==> src/rtl/estat_timer_unit.sv <==
// ESTAT/ECFG/TCFG/TVAL CSR block with countdown timer, sticky timer interrupt,
// LIE masking and commit-time exception cause capture.
module estat_timer_unit #(
    parameter int NUM_HWI = 8,
    parameter int TIMER_W = 32
) (
    input  logic               clk,
    input  logic               rst_n,
    input  logic               estat_we,
    input  logic [1:0]         estat_wdata,
    input  logic               ecfg_we,
    input  logic [12:0]        ecfg_wdata,
    input  logic               tcfg_we,
    input  logic [TIMER_W-1:0] tcfg_wdata,
    input  logic               ticlr_we,
    input  logic               ticlr_clr,
    input  logic [NUM_HWI-1:0] hwi,
    input  logic               ipi,
    input  logic               crmd_ie,
    input  logic               exc_commit,
    input  logic [14:0]        exc_vec,
    output logic [31:0]        estat,
    output logic [31:0]        ecfg,
    output logic [TIMER_W-1:0] tcfg,
    output logic [TIMER_W-1:0] tval,
    output logic               int_pending,
    output logic               exc_taken,
    output logic               exc_is_int
);

    logic [1:0]  is_sw;
    logic [7:0]  is_hwi;
    logic [7:0]  hwi_ext;
    logic        ti;
    logic        ipi_q;
    logic [5:0]  ecode;
    logic [8:0]  esubcode;
    logic [12:0] lie;

    assign estat = {1'b0, esubcode, ecode, 3'b000, ipi_q, ti, 1'b0, is_hwi, is_sw};
    assign ecfg  = {19'd0, lie};
    assign int_pending = crmd_ie & (|(estat[12:0] & lie));

    // Unused hardware interrupt lines read as zero.
    always_comb begin
        hwi_ext = '0;
        hwi_ext[NUM_HWI-1:0] = hwi;
    end

    logic               tick;
    logic [TIMER_W-1:0] reload;
    assign reload = {tcfg[TIMER_W-1:2], 2'b00};
    assign tick   = !tcfg_we && tcfg[0] && (tval == TIMER_W'(1));

    // Exception priority encoder: highest set bit of exc_vec wins.
    logic [3:0] win_idx;
    logic [5:0] win_ecode;
    logic [8:0] win_sub;
    always_comb begin
        win_idx = 4'd0;
        for (int i = 0; i < 15; i++)
            if (exc_vec[i]) win_idx = 4'(i);
        win_sub = 9'd0;
        case (win_idx)
            4'd14:   win_ecode = 6'h01;
            4'd13:   win_ecode = 6'h02;
            4'd12:   win_ecode = 6'h03;
            4'd11:   win_ecode = 6'h04;
            4'd10:   win_ecode = 6'h07;
            4'd9:    win_ecode = 6'h08;
            4'd8: begin
                win_ecode = 6'h08;
                win_sub   = 9'd1;
            end
            4'd7:    win_ecode = 6'h09;
            4'd6:    win_ecode = 6'h0B;
            4'd5:    win_ecode = 6'h0C;
            4'd4:    win_ecode = 6'h0D;
            4'd3:    win_ecode = 6'h0E;
            4'd2:    win_ecode = 6'h0F;
            4'd1:    win_ecode = 6'h12;
            default: win_ecode = 6'h3F;
        endcase
    end

    always_ff @(posedge clk or negedge rst_n) begin
        if (!rst_n) begin
            is_sw  <= '0;
            is_hwi <= '0;
            ipi_q  <= 1'b0;
            lie    <= '0;
        end else begin
            is_hwi <= hwi_ext;
            ipi_q  <= ipi;
            if (estat_we) is_sw <= estat_wdata;
            if (ecfg_we)  lie   <= {ecfg_wdata[12:11], 1'b0, ecfg_wdata[9:0]};
        end
    end

    always_ff @(posedge clk or negedge rst_n) begin
        if (!rst_n) begin
            tcfg <= '0;
            tval <= '0;
            ti   <= 1'b0;
        end else begin
            if (tcfg_we) begin
                tcfg <= tcfg_wdata;
                tval <= {tcfg_wdata[TIMER_W-1:2], 2'b00};
            end else if (tick) begin
                if (tcfg[1]) begin
                    tval <= reload;
                end else begin
                    tval    <= '0;
                    tcfg[0] <= 1'b0;
                end
            end else if (tcfg[0] && tval > TIMER_W'(1)) begin
                tval <= tval - TIMER_W'(1);
            end
            // A tick in the same cycle as a clear keeps TI set.
            if (tick)
                ti <= 1'b1;
            else if (ticlr_we && ticlr_clr)
                ti <= 1'b0;
        end
    end

    always_ff @(posedge clk or negedge rst_n) begin
        if (!rst_n) begin
            ecode      <= '0;
            esubcode   <= '0;
            exc_taken  <= 1'b0;
            exc_is_int <= 1'b0;
        end else if (exc_commit && int_pending) begin
            ecode      <= '0;
            esubcode   <= '0;
            exc_taken  <= 1'b1;
            exc_is_int <= 1'b1;
        end else if (exc_commit && (|exc_vec)) begin
            ecode      <= win_ecode;
            esubcode   <= win_sub;
            exc_taken  <= 1'b1;
            exc_is_int <= 1'b0;
        end else begin
            exc_taken  <= 1'b0;
            exc_is_int <= 1'b0;
        end
    end

endmodule

==> config.mk <==
export PLATFORM = sky130hd
export DESIGN_NAME = estat_timer_unit
export DESIGN_NICKNAME = d
export VERILOG_FILES = /design/src/rtl/estat_timer_unit.sv
export SDC_FILE = /design/constraint.sdc
export NUM_CORES = 1
export LEC_CHECK = 0
export BUFFER_PORTS_ARGS = -buffer_cell sky130_fd_sc_hd__buf_2
export CORE_ASPECT_RATIO = 1.75
export CORE_MARGIN = 1.5
export CORE_UTILIZATION = 53
export DETAILED_ROUTE_END_ITERATION = 8
export GPL_ROUTABILITY_DRIVEN = 0
export GPL_TIMING_DRIVEN = 0
export PLACE_DENSITY = 0.86
export SYNTH_ARGS = -nofsm -noshare
export SYNTH_HDL_FRONTEND = slang
export SYNTH_SLANG_ARGS = --single-unit
==> constraint.sdc <==
create_clock -name clk -period 4.3 [get_ports clk]
set_input_delay 0 -clock clk [delete_from_list [all_inputs] [get_ports clk]]
set_output_delay 0 -clock clk [all_outputs]
set_load 0.005 [all_outputs]
# == Yosys cells after proc, flatten, opt, wreduce, memory -nomap -nowiden ==
# Cells that the tools add are included.
# classes
addsub,1
order_cmp,1
eq_ne,16
muxes,32
bitwise,2
n_reduce_logical,15
# ops
op,n
$mux 32,4
$pmux 6 s13,1
$mux 4,13
$eq 32x1->1 const B,1
$gt 32x1->1 const B,1
$sub 32x1->32 const B,1
$eq 4x4->1 const B,7
$mux 9,2
$eq 4x3->1 const B,4
$reduce_or 15->1,1
$and 13x13->13,1
$reduce_or 13->1,1
$mux 6,2
$mux 1,10
$eq 4x2->1 const B,2
$logic_and 1x1->1,6
$reduce_bool 2->1,3
$eq 4x1->1 const B,1
$reduce_bool 3->1,1
$ne 2x2->1 const B,1
$reduce_and 2->1,1
$reduce_or 2->1,1
$and 1x1->1,1
$logic_not 1->1,1
# totals
ff_bits,105
out_inout_bits,131
word_cells,79

# == Logic depth before layout (Yosys ltp) ==
# Gate-level depths: netlist of the first run.
# depth
ltp_word,19
mapped_depth,9
ltp_nobuf,8

# == Least setup slack after synthesis of the first run ==
# OpenSTA, ideal clock, no wires.
# synth_path
path_kind,reg2reg
start,register tval[4]
end,register tval[11]
setup_ps,130
arrival_time_ps,2522
path_slack_ps,1649
stages_incl_launch_ff,9
n_path_buf,2
period_less_slack_ps,2651
cell_sequence,dfrtp_1 -> clkbuf_1 -> or4_1 -> or4b_1 -> nor3_2 -> buf_2 -> nor2_1 -> a221oi_1 -> o2bb2ai_1
# synth_via
elab_chain_cells,4
elab_cells_between_ends,9
cone_classes,1 x add/sub; 1 x order compare; 1 x eq/ne; 3 x mux; 3 x reduce/logical
# synth_rtl
element,line_no,source
from (decl),25,"output logic [TIMER_W-1:0] tval,"
from (signal assigned),108,"tval <= {tcfg_wdata[TIMER_W-1:2], 2'b00};"
from (signal assigned),111,tval <= reload;
from (signal assigned),117,tval <= tval - TIMER_W'(1);
$sub 32x1->32 or $eq 32x1->1 (tied branches),"117, 53",
$mux 32 or $logic_and 1x1->1 (tied branches),"116, 53",
$mux 32,109,end else if (tick) begin
$mux 32,106,if (tcfg_we) begin
# Several ways; a longest one is shown, not always the timed one. The select of a mux whose other input is x is not followed.
# A chain may end at the register's enable or synchronous reset.

# == Worst setup path after layout of the first run ==
# layout_path
start,register tval[17]
end,register tval[12]
# layout_via
elab_chain_cells,4
elab_cells_between_ends,7
cone_classes,1 x order compare; 1 x eq/ne; 2 x mux; 3 x reduce/logical
# layout_rtl
element
branches (longest 4 deep; another with $gt 32x1->1)
# Parallel ways; which one is timed is not known.

==> results of run 1 <==
==> worst min path at each step <==
stage / start / cells after the start / end
final: tcfg_wdata[9] / 3 / tcfg[9]$_DFFE_PN0P_
after global routing: tcfg_wdata[9] / 3 / tcfg[9]$_DFFE_PN0P_
after CTS: tcfg_wdata[9] / 3 / tcfg[9]$_DFFE_PN0P_
after detailed placement: rst_n / 1 / tcfg[16]$_DFFE_PN0P_
after global placement: hwi[7] / 1 / is_hwi[7]$_DFF_PN0_
after floorplan: rst_n / 0 / ecode[0]$_DFFE_PN0P_
==> Yosys cell counts (7+ instances only) <==
library cell,instances
sky130_fd_sc_hd__or3_1,7
sky130_fd_sc_hd__clkbuf_1,15
sky130_fd_sc_hd__a21o_1,7
sky130_fd_sc_hd__o2bb2ai_1,12
sky130_fd_sc_hd__nor4_1,20
sky130_fd_sc_hd__mux2_2,31
sky130_fd_sc_hd__inv_1,22
sky130_fd_sc_hd__a221oi_1,13
sky130_fd_sc_hd__nor3_1,23
sky130_fd_sc_hd__buf_2,7
sky130_fd_sc_hd__o211ai_1,9
sky130_fd_sc_hd__buf_4,35
sky130_fd_sc_hd__dfrtp_1,97
sky130_fd_sc_hd__nor2_1,39
sky130_fd_sc_hd__nand2_1,30
sky130_fd_sc_hd__a21oi_1,19
sky130_fd_sc_hd__a22o_1,10
sky130_fd_sc_hd__o21ai_0,47
==> critical path: stages (launching register included) <==
cell and delay, ns:
sky130_fd_sc_hd__dfrtp_1 0.45, sky130_fd_sc_hd__nor3_1 0.55, sky130_fd_sc_hd__nand4_1 0.38, sky130_fd_sc_hd__or4_1 0.50, sky130_fd_sc_hd__clkbuf_1 0.27, sky130_fd_sc_hd__o21ai_2 0.45, sky130_fd_sc_hd__clkbuf_1 0.47, sky130_fd_sc_hd__o21ai_0 0.23
sky130_fd_sc_hd__o2bb2ai_1 0.17
==> registers in the layout, summed over array words and instances (netlist names) <==
name and count:
ecode 6, esubcode 1, exc_is_int 1, exc_taken 1, ipi_q 1, is_hwi 8
is_sw 2, lie 12, tcfg 32, ti 1, tval 32
==> final cells by class <==
type / count / area (um^2) / share of cell area [%]
Inverter: 23 / 86.33 / 1.175
Sequential cell: 97 / 2427 / 33.04
Tap cell: 122 / 152.6 / 2.078
Multi-Input combinational cell: 393 / 2485 / 33.83
Buffer: 61 / 369.1 / 5.025
Timing Repair Buffer: 239 / 1531 / 20.85
Clock buffer: 9 / 225.2 / 3.066
Clock inverter: 6 / 68.82 / 0.9368
==> metal layers <==
| layer | track usage (%) | up-vias | share of wire, % |
|---|---|---|---|
| met5 | 0 | - | 0 |
| li1 | - | 2532 | - |
| met3 | 8.919 | 166 | 10 |
| met2 | 67.34 | 534 | 49 |
| met4 | 32.74 | 0 | 9.1 |
| met1 | 39.23 | 2832 | 31 |
==> stage by stage <==
step	total power [mW]	hold WS (ns)	std cells
after floorplan	1.361	-0.2956	574
after global placement	1.595	0.1094	871
after detailed placement	1.622	0.07981	872
after CTS	2.462	0.007801	949
after global routing	2.588	0.006357	950
final	2.497	0.008349	950
==> layout by cell type, fill, tap and decap left out, types with 20 or more instances in the layout <==
master and n:
sky130_fd_sc_hd__dlygate4sd3_1 62, sky130_fd_sc_hd__o21ai_0 47, sky130_fd_sc_hd__dfrtp_1 97, sky130_fd_sc_hd__buf_4 36
sky130_fd_sc_hd__inv_1 22, sky130_fd_sc_hd__nor3_1 23, sky130_fd_sc_hd__buf_2 181, sky130_fd_sc_hd__nor4_1 20
sky130_fd_sc_hd__mux2_2 31, sky130_fd_sc_hd__conb_1 33, sky130_fd_sc_hd__nand2_1 30, sky130_fd_sc_hd__nor2_1 39
==> cells by family after synthesis <==
| logic type | share of synthesized area [%] |
|---|---|
| mux | 6.843 |
| fa+ha+maj | 0.4768 |
| simple gates | 16.43 |
| buf+inv | 8.679 |
| flops | 46.26 |
| xor+xnor | 0.1669 |
| compound gates | 21.08 |
| other cells | 0.07146 |
==> power by group through the flow <==
stage	clock (mW)	sequential, mW	combinational (mW)
floorplan	0	1.11	0.253
global placement	0	1.11	0.481
detailed placement	0	1.12	0.500
CTS	0.808	1.11	0.549
global route	0.845	1.12	0.618
finish	0.807	1.11	0.576
==> results_tabular.tex, run 1 <==
\begin{tabular}{lr}
\hline
Metric & Value \\
\hline
\multicolumn{2}{l}{\textbf{Pwr}} \\
Power Density & 340.0 nW/um\^{}2 \\
Switching Share & between 30\% and 40\% \\
Reported net switching power & 773.5 uW \\
Register share of total power & 44.6\% \\
Static leakage & 3.419 nW \\
Internal power of the cells & between 1.5 and 2 mW \\
Clock share of power & 32.3\% \\
Logic gate share of total power & 23.1\% \\
Peak supply drop & roughly 0.00036 V \\
\multicolumn{2}{l}{\textbf{STA}} \\
Highest clock rate & 0.2758 GHz \\
Maximum clock skew at final layout & 0.006991 ns \\
Pin slew with the least headroom to its limit & roughly 1.2 ns \\
Share of the clock period used by the worst path after layout & 84.31\% \\
Unrepaired setup endpoints after global routing & no \\
Final Hold Vio Count & 0 \\
Count of pins over their slew limit & 0 \\
Tmin final & 3.625 ns \\
Setup\_tns & 0 ns \\
Post-route setup slack & 0.6746 ns \\
Relative slew slack & 19.91\% \\
Final setup violation count & 0 \\
\multicolumn{2}{l}{\textbf{Setup path}} \\
Setup crit end kind & flop \\
Type of element launching the critical path & flop \\
Endpoint required time on the critical path & $\sim$4.5 ns \\
CP Capture Point & tval[12]\$\_DFFE\_PN0P\_ \\
Length in cells of the worst reg-to-reg path & 8 \\
Worst flop-to-flop path startpoint & tval[17]\$\_DFFE\_PN0P\_ \\
Setup slack of the worst register-to-register path & 0.67 ns \\
Crit path launch & tval[17]\$\_DFFE\_PN0P\_ \\
Critical R2R Capture & tval[12]\$\_DFFE\_PN0P\_ \\
Worst Path Max Fanout & 10 \\
Arrival time of the worst setup path & $\sim$3.8 ns \\
Critical path class & flop to flop \\
\multicolumn{2}{l}{\textbf{Placement}} \\
Port Buf Inserts & 175 \\
DP Area & 6426 um\^{}2 \\
Placement Setup Slack & a little over 0.9 ns \\
Estimated wirelength of the detail-placed design & 13.56 mm \\
\multicolumn{2}{l}{\textbf{Hold path}} \\
Worst min-delay path category & primary input to flop \\
\multicolumn{2}{l}{\textbf{Synthesis}} \\
Number of instances in the synthesized netlist & 542 \\
Fraction of post-synthesis cell area in the top cell type by area & between 40\% and 50\% \\
Mean instance size in the synthesized netlist & 9.682 um\^{}2 \\
FFs w/ async S/R, synth & 100.0\% \\
Flip-flop cell with the highest count after synthesis & sky130\_fd\_sc\_hd\_\_dfrtp\_1 \\
Fraction of the yosys area taken by sequential cells & 46.26\% \\
Register bit count reported by yosys & 97 \\
Number of flops mapped to enable cells by yosys & 0 \\
Top cell type by total area after synthesis & sky130\_fd\_sc\_hd\_\_dfrtp\_1 \\
Mapped Area & about 5200 um\^{}2 \\
Number of different library cells in the post-synthesis netlist & 58 \\
Main area contributors after synthesis & sky130\_fd\_sc\_hd\_\_dfrtp\_1 (46\%), sky130\_fd\_sc\_hd\_\_mux2\_2 (6.7\%), sky130\_fd\_sc\_hd\_\_buf\_4 (5.0\%), sky130\_fd\_sc\_hd\_\_o21ai\_0 (4.5\%), sky130\_fd\_sc\_hd\_\_nor2\_1 (2.8\%) \\
Yosys warnings & 0 \\
\multicolumn{2}{l}{\textbf{Route}} \\
Wire length reported by the detailed router & 20.21 mm \\
Total DRC errors in the routed layout & 0 \\
Post-route antenna net violation count & 0 \\
Number of DRC violations after detailed-routing iteration 0 & 534 \\
Routed wirelength normalized by instance count & around 21 um \\
DRT Pass-1 Iters & 8 \\
Vias post-DR & 6064 \\
Ratio of routed vias to standard cells & 6.383 \\
\multicolumn{2}{l}{\textbf{GRT}} \\
Combined global-route utilization of all metal layers & about 39\% \\
First-pass GRT wire length & 31.35 mm \\
Global route total overflow & 0 \\
Antenna violations before repair & 0 \\
Maximum number of pins on one net before global-route repair & 53 \\
Vias in the first global route & 6232 \\
\multicolumn{2}{l}{\textbf{Layout}} \\
Number of nets in the layout & 906 \\
Area growth from synthesis to final layout & 39.99\% \\
Ant diodes & 0 \\
Post-route standard cell area excluding fillers & around 7300 um\^{}2 \\
Fraction of the core area covered by cells at the end of the flow & between 70\% and 80\% \\
Fill count & roughly 650 \\
Layout cell share with drive strength beyond 1 & about a third \\
\multicolumn{2}{l}{\textbf{Clock tree}} \\
Number of levels in the clock H-tree & 3 \\
Number of buffers created by CTS & 9 \\
Clock buffer depth & 2 \\
TritonCTS clock tree & done \\
Hold buffer count at cts & between 60 and 70 \\
Clock sink total & between 90 and 100 \\
Clock transition at the register clock pins on the worst setup and hold paths after CTS & approximately 0.070 ns \\
Insertion delay to the later sink of the worst-skew pair & 0.35 ns \\
Cts repair resizes & 0 \\
Buffer type at the clock tree root & sky130\_fd\_sc\_hd\_\_clkbuf\_16 \\
Buffer count from post-CTS setup fixing & 0 \\
\multicolumn{2}{l}{\textbf{Floorplanning}} \\
Die X-Extent & between 70 and 80 um \\
Row count & 47 \\
Core ar. & 9527 um\^{}2 \\
Die height & about 130 um \\
Number of top-level pins & 211 \\
Initial Util & between 50\% and 60\% \\
Overall die area & 10530 um\^{}2 \\
\multicolumn{2}{l}{\textbf{Flow run}} \\
Number of maximum-capacitance violations & 0 \\
\multicolumn{2}{l}{\textbf{Run status}} \\
Run status & finished, final reports clean \\
\hline
\end{tabular}
No activity file was read; power rests on OpenSTA's default activity.
==> run 2: changes to the inputs <==
Settings changed: ABC_AREA from default to 1, CORE_UTILIZATION 53 to 50, PLACE_DENSITY 0.86 to 0.81.
Clock period 4.3 ns to 3.5 ns, I/O delays scaled along.
==> run 2 against run 1 <==
Compared with the run above: first-iteration DRC count is 36% lower; clock-buffer cell count stayed put; worst hold slack better by 0.0054 ns; synthesized area rose by 4.5%; global-route usage is 8.7 points lower; via count fell by 6.2%; design area rose by 4.5%; non-clock buffer count decreased by 1; total power up 32%; critical endpoint is now tval[30]$_DFFE_PN0P_; largest power group unchanged.
==> results_tabular.tex, run 2 <==
\begin{tabular}{lr}
\hline
Metric & Value \\
\hline
\multicolumn{2}{l}{\textbf{STA}} \\
Share of the clock period used by the worst path after layout & 65.62\% (-19 points) \\
Unrepaired setup endpoints after global routing & no \\
Pin slew with the least headroom to its limit & 0.7463 ns (-0.4459 ns) \\
Post-route setup slack & 1.203 ns (+0.5286 ns) \\
Maximum clock skew at final layout & 0.01263 ns (+0.005639 ns) \\
Setup\_tns & 0 ns (unchanged) \\
Tmin final & 2.297 ns (-1.329 ns) \\
Highest clock rate & 0.4354 GHz (+58\%) \\
Relative slew slack & 50.25\% (+30 points) \\
Count of pins over their slew limit & 0 (unchanged) \\
Final setup violation count & 0 (unchanged) \\
Final Hold Vio Count & 0 (unchanged) \\
\multicolumn{2}{l}{\textbf{Floorplanning}} \\
Die X-Extent & 82.15 um (+5.0\%) \\
Die height & 141.5 um (+5.1\%) \\
Overall die area & 11630 um\^{}2 (+10\%) \\
Initial Util & 51.24\% (-3.8 points) \\
Number of top-level pins & 211 (unchanged) \\
Core ar. & 10700 um\^{}2 (+12\%) \\
Row count & 50 (+6.4\%) \\
\multicolumn{2}{l}{\textbf{Pwr}} \\
Register share of total power & 42.2\% (-2.4 points) \\
Peak supply drop & 0.0003117 V (-13\%) \\
Internal power of the cells & 2.252 mW (+31\%) \\
Reported net switching power & 1.047 mW (+35\%) \\
Clock share of power & 33.1\% (+0.8 points) \\
Pwr Total & 3.299 mW (+32\%) \\
Logic gate share of total power & 24.7\% (+1.6 points) \\
Switching Share & 31.74\% (+0.76 points) \\
Power Density & 429.7 nW/um\^{}2 (+26\%) \\
Static leakage & 4.103 nW (+20\%) \\
\multicolumn{2}{l}{\textbf{Route}} \\
Post-route antenna net violation count & 0 (unchanged) \\
Number of DRC violations after detailed-routing iteration 0 & 342 (-36\%) \\
Total DRC errors in the routed layout & 0 (unchanged) \\
DRT Pass-1 Iters & 7 (-1) \\
Wire length reported by the detailed router & 17.21 mm (-15\%) \\
Ratio of routed vias to standard cells & 5.122 (-20\%) \\
Routed wirelength normalized by instance count & 15.49 um (-27\%) \\
Vias post-DR & 5691 (-6.2\%) \\
\multicolumn{2}{l}{\textbf{Clock tree}} \\
Insertion delay to the later sink of the worst-skew pair & 0.35 ns (about the same) \\
Number of levels in the clock H-tree & 3 (unchanged) \\
Clock transition at the register clock pins on the worst setup and hold paths after CTS & 0.07 ns (about the same) \\
Clock sink total & 97 (unchanged) \\
Clock buffer depth & 2 (unchanged) \\
Buffer type at the clock tree root & sky130\_fd\_sc\_hd\_\_clkbuf\_16 \\
Number of buffers created by CTS & 9 (unchanged) \\
TritonCTS clock tree & done \\
\multicolumn{2}{l}{\textbf{Layout}} \\
Commonest cells after routing, fill and taps aside & sky130\_fd\_sc\_hd\_\_nand2\_1 (212), sky130\_fd\_sc\_hd\_\_buf\_2 (179), sky130\_fd\_sc\_hd\_\_dfrtp\_1 (97) \\
Number of nets in the layout & 1058 (+17\%) \\
Ant diodes & 0 (unchanged) \\
Fill count & 821 (+26\%) \\
Layout cell share with drive strength beyond 1 & 30.17\% (-3.3 points) \\
Most common library cell in the layout ignoring fill and taps & sky130\_fd\_sc\_hd\_\_nand2\_1 \\
Area growth from synthesis to final layout & 40.08\% (about the same) \\
Largest registers & tcfg: 32 flops, tval: 32 flops, lie: 12 flops \\
\multicolumn{2}{l}{\textbf{Setup path}} \\
Arrival time of the worst setup path & 2.58 ns (-1.26 ns) \\
Most used cell along the critical path & sky130\_fd\_sc\_hd\_\_o21ai\_1 \\
Setup crit end kind & flop \\
Type of element launching the critical path & flop \\
Setup slack of the worst register-to-register path & 1.20 ns (+0.53 ns) \\
Slowest stage delay, CP & 0.43 ns (-0.12 ns) \\
Series of cell instances along the critical path & nor2\_1 > nand2\_1 > nor2\_2 > nand4\_1 > nor3\_4 > nand2\_2 > o21ai\_1 > nor2\_1 > o21ai\_1 > o21ai\_1 > inv\_1 \\
Critical path class & flop to flop \\
Critical R2R Capture & tval[30]\$\_DFFE\_PN0P\_ \\
Worst Path Max Fanout & 8 (-2) \\
Number of buffers and inverters on the critical path & 1 (-1) \\
Worst path top cell family by delay & simple AND/OR/NAND/NOR gates \\
Worst flop-to-flop path startpoint & tval[15]\$\_DFFE\_PN0P\_ \\
Endpoint required time on the critical path & 3.78 ns (-0.73 ns) \\
Length in cells of the worst reg-to-reg path & 11 (+3) \\
Slowest stage cell, crit path & sky130\_fd\_sc\_hd\_\_dfrtp\_1 \\
\multicolumn{2}{l}{\textbf{Synthesis}} \\
Number of instances in the synthesized netlist & 689 (+27\%) \\
Number of flops mapped to enable cells by yosys & 0 (unchanged) \\
Fraction of the yosys area taken by sequential cells & 44.28\% (-2.0 points) \\
Fraction of post-synthesis cell area in the top cell type by area & 44.28\% (-2.0 points) \\
Main area contributors after synthesis & sky130\_fd\_sc\_hd\_\_dfrtp\_1 (44\%), sky130\_fd\_sc\_hd\_\_nand2\_1 (15\%), sky130\_fd\_sc\_hd\_\_buf\_4 (4.8\%), sky130\_fd\_sc\_hd\_\_nor2\_1 (4.8\%), sky130\_fd\_sc\_hd\_\_inv\_1 (3.8\%) \\
FFs w/ async S/R, synth & 100.0\% (unchanged) \\
Mean instance size in the synthesized netlist & 7.956 um\^{}2 (-18\%) \\
Library cell with the highest instance count after synthesis & sky130\_fd\_sc\_hd\_\_nand2\_1 \\
Top cell types by occurrence after synthesis & sky130\_fd\_sc\_hd\_\_nand2\_1 (212), sky130\_fd\_sc\_hd\_\_dfrtp\_1 (97), sky130\_fd\_sc\_hd\_\_nor2\_1 (70), sky130\_fd\_sc\_hd\_\_inv\_1 (55), sky130\_fd\_sc\_hd\_\_nand3\_1 (41) \\
Top cell type by total area after synthesis & sky130\_fd\_sc\_hd\_\_dfrtp\_1 \\
Number of different library cells in the post-synthesis netlist & 42 (-28\%) \\
Mapped Area & 5482 um\^{}2 (+4.5\%) \\
Yosys warnings & 0 (unchanged) \\
Register bit count reported by yosys & 97 (unchanged) \\
Flip-flop cell with the highest count after synthesis & sky130\_fd\_sc\_hd\_\_dfrtp\_1 \\
\multicolumn{2}{l}{\textbf{Placement}} \\
Port Buf Inserts & 175 (unchanged) \\
Placement Setup Slack & 1.242 ns (+0.3105 ns) \\
Estimated wirelength of the detail-placed design & 12.09 mm (-11\%) \\
\multicolumn{2}{l}{\textbf{GRT}} \\
Global route total overflow & 0 (unchanged) \\
First-pass GRT wire length & 26.54 mm (-15\%) \\
Combined global-route utilization of all metal layers & 30.41\% (-8.7 points) \\
Vias in the first global route & 5603 (-10\%) \\
Antenna violations before repair & 0 (unchanged) \\
Maximum number of pins on one net before global-route repair & 56 (+5.7\%) \\
\multicolumn{2}{l}{\textbf{Hold path}} \\
Worst Hold Path EP & esubcode[0]\$\_DFFE\_PN0P\_ \\
Worst min-delay path category & primary input to flop \\
Hold path depth & 4 (+1) \\
Startpoint of the worst hold path & exc\_vec[13] \\
\multicolumn{2}{l}{\textbf{Flow run}} \\
Number of maximum-capacitance violations & 0 (unchanged) \\
\multicolumn{2}{l}{\textbf{Run status}} \\
Run status & finished, final reports clean \\
\hline
\end{tabular}
-- run 2: changes by cell type after synthesis, sizes merged, moves of 20 or more --
cell	change
nor4	-20
inv	+40
nand3	+38
mux2	-21
nand2	+188
nor2	+44
-- run 2: cell type report --
class | instances | area [um^2] | area share (%)
Sequential cell | 97 | 2427 | 31.61
Clock inverter | 7 | 102.6 | 1.336
Timing Repair Buffer | 244 | 1587 | 20.66
Tap cell | 130 | 162.7 | 2.118
Multi-Input combinational cell | 507 | 2560 | 33.34
Inverter | 62 | 232.7 | 3.031
Buffer | 55 | 381.6 | 4.970
Clock buffer | 9 | 225.2 | 2.933
-- run 2: kinds of logic after synthesis --
logic type / synth area share, %
multiplexers: 2.054
adder cells (fa/ha/maj): 0.4564
other: 0.06841
flip-flops: 44.28
AO/OA/AOI/OAI: 9.450
XOR/XNOR: 3.036
buffers and inverters: 11.21
AND/OR/NAND/NOR: 29.45
-- run 2: how the worst max path moves through the flow --
stage | from | endpoint | slack, ns | cells after the start
CTS | tval[15]$_DFFE_PN0P_ | tval[10]$_DFFE_PN0P_ | 1.22 | 11
global route | tval[15]$_DFFE_PN0P_ | tval[30]$_DFFE_PN0P_ | 1.02 | 11
global placement | tval[0]$_DFFE_PN0P_ | tval[7]$_DFFE_PN0P_ | 1.27 | 12
detailed placement | tval[15]$_DFFE_PN0P_ | tval[10]$_DFFE_PN0P_ | 1.24 | 11
finish | tval[15]$_DFFE_PN0P_ | tval[30]$_DFFE_PN0P_ | 1.20 | 11
floorplan | tval[0]$_DFFE_PN0P_ | tval[30]$_DFFE_PN0P_ | 1.59 | 12
-- run 2: routing by layer --
layer,wire [um],vias up,track usage [%]
li1,-,2728,-
met1,6114,2639,31.74
met2,9164,261,54.62
met3,1135,63,6.238
met4,793,0,16.77
met5,0,-,0
-- run 2: power groups by stage --
stage,sequential [mW],combinational (mW),clock (mW)
floorplan,1.39,0.426,0
global placement,1.40,0.721,0
detailed placement,1.41,0.737,0
CTS,1.39,0.806,1.11
global route,1.41,0.910,1.16
finish,1.39,0.816,1.09
-- run 2: worst register-to-register path, stage by stage (launching register included) --
cell and delay [ns]:
sky130_fd_sc_hd__dfrtp_1 0.43, sky130_fd_sc_hd__nor2_1 0.25, sky130_fd_sc_hd__nand2_1 0.16, sky130_fd_sc_hd__nor2_2 0.14, sky130_fd_sc_hd__nand4_1 0.17, sky130_fd_sc_hd__nor3_4 0.40
sky130_fd_sc_hd__nand2_2 0.21, sky130_fd_sc_hd__o21ai_1 0.22, sky130_fd_sc_hd__nor2_1 0.06, sky130_fd_sc_hd__o21ai_1 0.07, sky130_fd_sc_hd__o21ai_1 0.07, sky130_fd_sc_hd__inv_1 0.05
-- run 2: per-stage QoR --
stage / instances / hold slack, ns / utilization [%] / area, um^2
after floorplan: 721 / -0.2956 / - / 5602
after global placement: 1026 / 0.1084 / 62.07 / 6640
after detailed placement: 1027 / 0.1094 / 62.35 / 6670
after CTS: 1111 / 0.002584 / 71.78 / 7679
after global routing: 1111 / 0.01588 / 71.78 / 7679
final: 1111 / 0.01379 / 71.78 / 7679
-- run 2: timing repair --
item	in CTS	in global routing
setup endpoints to repair	0	0
setup buffers	0	0
hold endpoints to repair	121	0
gates resized for setup	0	0
hold buffers	68	0
==> run 3: changes to the inputs <==
Settings changed: CORE_UTILIZATION 50 to 45, PLACE_DENSITY 0.81 to 0.77.
Clock period 3.5 ns to 1.9 ns, I/O delays scaled along.
==> run 3 against run 2 <==
Compared with the run above: the flow now finishes with violations (setup timing); via count grew 13%; worst hold slack lost 0.011 ns; non-clock buffer count grew 71; sequential cell count is the same; final cell count grew 7.2%; fmax grew 11%; combinational power grew to 2.7 times the previous value; global-route usage shrank 1.1 points; die area grew 11%; highest routed layer unchanged.
==> results_tabular.tex, run 3 (synthesis gave the netlist of run 2 again) <==
\begin{tabular}{lr}
\hline
Metric & Value \\
\hline
\multicolumn{2}{l}{\textbf{Run status}} \\
Run status & finished, violations left \\
Violated checks & setup timing \\
\multicolumn{2}{l}{\textbf{Route}} \\
Routed wirelength normalized by instance count & 18.67 um (+21\%) \\
Total DRC errors in the routed layout & 0 (unchanged) \\
Wire length reported by the detailed router & 22.23 mm (+29\%) \\
Post-route antenna net violation count & 0 (unchanged) \\
DRT Pass-1 Iters & 5 (-2) \\
Vias post-DR & 6407 (+13\%) \\
Ratio of routed vias to standard cells & 5.380 (+5.0\%) \\
Number of DRC violations after detailed-routing iteration 0 & 480 (+40\%) \\
\multicolumn{2}{l}{\textbf{Floorplanning}} \\
Die height & 149.0 um (+5.3\%) \\
Overall die area & 12880 um\^{}2 (+11\%) \\
Initial Util & 45.92\% (-5.3 points) \\
Row count & 53 (+6.0\%) \\
Core ar. & 11940 um\^{}2 (+12\%) \\
Number of top-level pins & 211 (unchanged) \\
Die X-Extent & 86.43 um (+5.2\%) \\
\multicolumn{2}{l}{\textbf{STA}} \\
Maximum clock skew at final layout & 0.01341 ns (+0.0007784 ns) \\
Relative slew slack & 52.31\% (+2.1 points) \\
Pin slew with the least headroom to its limit & 0.7154 ns (-0.03090 ns) \\
Final setup violation count & 32 (+32) \\
Count of pins over their slew limit & 0 (unchanged) \\
Tmin final & 2.073 ns (-0.2237 ns) \\
Unrepaired setup endpoints after global routing & yes \\
Final Hold Vio Count & 0 (unchanged) \\
Post-route setup slack & -0.1732 ns (-1.376 ns) \\
Share of the clock period used by the worst path after layout & 109.1\% (+43 points) \\
Highest clock rate & 0.4824 GHz (+11\%) \\
\multicolumn{2}{l}{\textbf{Clock tree}} \\
TritonCTS clock tree & done \\
Buffer type at the clock tree root & sky130\_fd\_sc\_hd\_\_clkbuf\_16 \\
Clock transition at the register clock pins on the worst setup and hold paths after CTS & 0.07 ns (about the same) \\
Number of levels in the clock H-tree & 3 (unchanged) \\
Number of buffers created by CTS & 9 (unchanged) \\
Clock buffer depth & 2 (unchanged) \\
Insertion delay to the later sink of the worst-skew pair & 0.37 ns (+0.02 ns) \\
Clock sink total & 97 (unchanged) \\
\multicolumn{2}{l}{\textbf{GRT}} \\
Vias in the first global route & 6063 (+8.2\%) \\
Antenna violations before repair & 0 (unchanged) \\
Combined global-route utilization of all metal layers & 29.35\% (-1.1 points) \\
Maximum number of pins on one net before global-route repair & 54 (-3.6\%) \\
Global route total overflow & 0 (unchanged) \\
Met3 track demand over resource & 5.534\% (-0.70 points) \\
Met2 track demand over resource & 54.10\% (-0.51 points) \\
First-pass GRT wire length & 28.86 mm (+8.7\%) \\
Top Usage Layer GRT & met2 \\
Met1 routing resource usage after global routing & 27.69\% (-4.0 points) \\
\multicolumn{2}{l}{\textbf{Setup path}} \\
Setup slack of the worst register-to-register path & -0.17 ns (-1.38 ns) \\
Number of buffers and inverters on the critical path & 3 (+2) \\
Worst Path Max Fanout & 6 (-2) \\
Slowest stage delay, CP & 0.43 ns (about the same) \\
Slowest stage cell, crit path & sky130\_fd\_sc\_hd\_\_dfrtp\_2 \\
Worst path top cell family by delay & simple AND/OR/NAND/NOR gates \\
Most used cell along the critical path & sky130\_fd\_sc\_hd\_\_nand3\_4 \\
Critical path class & flop to flop \\
Worst flop-to-flop path startpoint & tval[0]\$\_DFFE\_PN0P\_ \\
Length in cells of the worst reg-to-reg path & 10 (-1) \\
Series of cell instances along the critical path & buf\_4 > ha\_4 > nand3\_4 > nor4\_4 > nand3\_4 > buf\_12 > buf\_8 > o211ai\_2 > nand2\_1 > o21ai\_1 \\
Crit. path cell count & 10 (-1) \\
Critical R2R Capture & tval[4]\$\_DFFE\_PN0P\_ \\
Endpoint required time on the critical path & 2.19 ns (-1.59 ns) \\
Setup crit end kind & flop \\
Arrival time of the worst setup path & 2.36 ns (-0.22 ns) \\
Type of element launching the critical path & flop \\
\multicolumn{2}{l}{\textbf{Layout}} \\
Combined area of the multi-input logic cells & 2999 um\^{}2 (+17\%) \\
Ant diodes & 0 (unchanged) \\
Final cell count without fillers & 1191 (+7.2\%) \\
Sequential cell area & 2451 um\^{}2 (+0.98\%) \\
Commonest cells after routing, fill and taps aside & sky130\_fd\_sc\_hd\_\_nand2\_1 (203), sky130\_fd\_sc\_hd\_\_buf\_2 (176), sky130\_fd\_sc\_hd\_\_buf\_4 (97) \\
Most common library cell in the layout ignoring fill and taps & sky130\_fd\_sc\_hd\_\_nand2\_1 \\
Largest registers & tcfg: 32 flops, tval: 32 flops, lie: 12 flops \\
Number of nets in the layout & 1131 (+6.9\%) \\
Layout cell share with drive strength beyond 1 & 42.79\% (+13 points) \\
Area growth from synthesis to final layout & 61.04\% \\
Fill count & 792 (-3.5\%) \\
\multicolumn{2}{l}{\textbf{Pwr}} \\
Peak supply drop & 0.0005129 V (+65\%) \\
Static leakage & 4.618 nW (+13\%) \\
Pwr Total & 6.779 mW (+110\%) \\
Power Density & 768.0 nW/um\^{}2 (+79\%) \\
\multicolumn{2}{l}{\textbf{Placement}} \\
Port Buf Inserts & 175 (unchanged) \\
Estimated wirelength of the detail-placed design & 12.59 mm (+4.1\%) \\
Placement Setup Slack & -0.3722 ns (-1.614 ns) \\
Number of cells in the design after placement & 1034 (+0.68\%) \\
\multicolumn{2}{l}{\textbf{Flow run}} \\
Number of maximum-capacitance violations & 0 (unchanged) \\
\multicolumn{2}{l}{\textbf{Hold path}} \\
Worst Hold Path EP & esubcode[0]\$\_DFFE\_PN0P\_ \\
Startpoint of the worst hold path & exc\_vec[11] \\
Hold path depth & 4 (unchanged) \\
Worst min-delay path category & primary input to flop \\
\hline
\end{tabular}
run 3: cell types whose count changed in the layout (fill, tap and decap cells not counted), sizes merged:
cell / before / now
dlygate4sd3: 68 / 67
buf: 224 / 293
bufbuf: 0 / 1
clkbuf: 16 / 18
nand2: 218 / 219
nor2: 83 / 84
inv: 64 / 65
bufinv: 2 / 1
run 3: worst max path at each step:
stage | from | end | slack [ns]
6_report | tval[0]$_DFFE_PN0P_ | tval[4]$_DFFE_PN0P_ | -0.17
5_1_grt | tval[22]$_DFFE_PN0P_ | tval[5]$_DFFE_PN0P_ | -0.29
4_1_cts | tval[7]$_DFFE_PN0P_ | tval[2]$_DFFE_PN0P_ | -0.01
3_5_place_dp | tval[29]$_DFFE_PN0P_ | tval[10]$_DFFE_PN0P_ | -0.37
3_3_place_gp | tval[29]$_DFFE_PN0P_ | tval[16]$_DFFE_PN0P_ | -0.36
2_1_floorplan | tval[0]$_DFFE_PN0P_ | tval[30]$_DFFE_PN0P_ | 0.03
run 3: per-layer routing:
| metal | vias to the layer above | share of wire, % |
|---|---|---|
| li1 | 2875 | - |
| met1 | 2986 | 33 |
| met2 | 420 | 52 |
| met3 | 126 | 7.6 |
| met4 | 0 | 7.1 |
| met5 | - | 0 |
run 3: through the flow:
step	hold WS [ns]	util (%)	cell area [um^2]	TNS, ns
5_1_grt	0.01286	73.95	8827	-5.671
2_1_floorplan	-0.2956	-	5602	0
6_report	0.002551	73.95	8827	-3.105
3_5_place_dp	0.04337	55.95	6679	-9.706
3_3_place_gp	0.1077	55.70	6649	-26.92
4_1_cts	0.002649	68.75	8207	-0.05249
run 3: cell type report:
class | count | area share, %
Tap cell | 137 | 1.942
Sequential cell | 97 | 27.77
Clock inverter | 7 | 0.9639
Clock buffer | 9 | 2.551
Inverter | 62 | 2.892
Buffer | 55 | 4.876
Multi-Input combinational cell | 509 | 33.98
Timing Repair Buffer | 315 | 25.03
run 3: worst min-delay path: cells and delay by family:
kind / cells / cell delay, ns
AND/OR/NAND/NOR: 2 / 0.15
buffers and inverters: 1 / 0.09
AO/OA/AOI/OAI: 1 / 0.08
run 3: power by group:
| part | internal [mW] | leakage (nW) | switching, mW |
|---|---|---|---|
| combinational | 1.02 | 3.31 | 1.18 |
| sequential | 2.31 | 1.16 | 0.307 |
| clock | 1.05 | 0.153 | 0.915 |
| total | 4.38 | 4.62 | 2.40 |
run 3: timing repair:
action,4_1_cts,5_1_grt
endpoints found under the setup margin,34,33
hold endpoints to repair,113,0
gates cloned,3,3
setup buffers,38,30
hold buffers,67,0
resized for setup,60,96
pin swaps,25,29
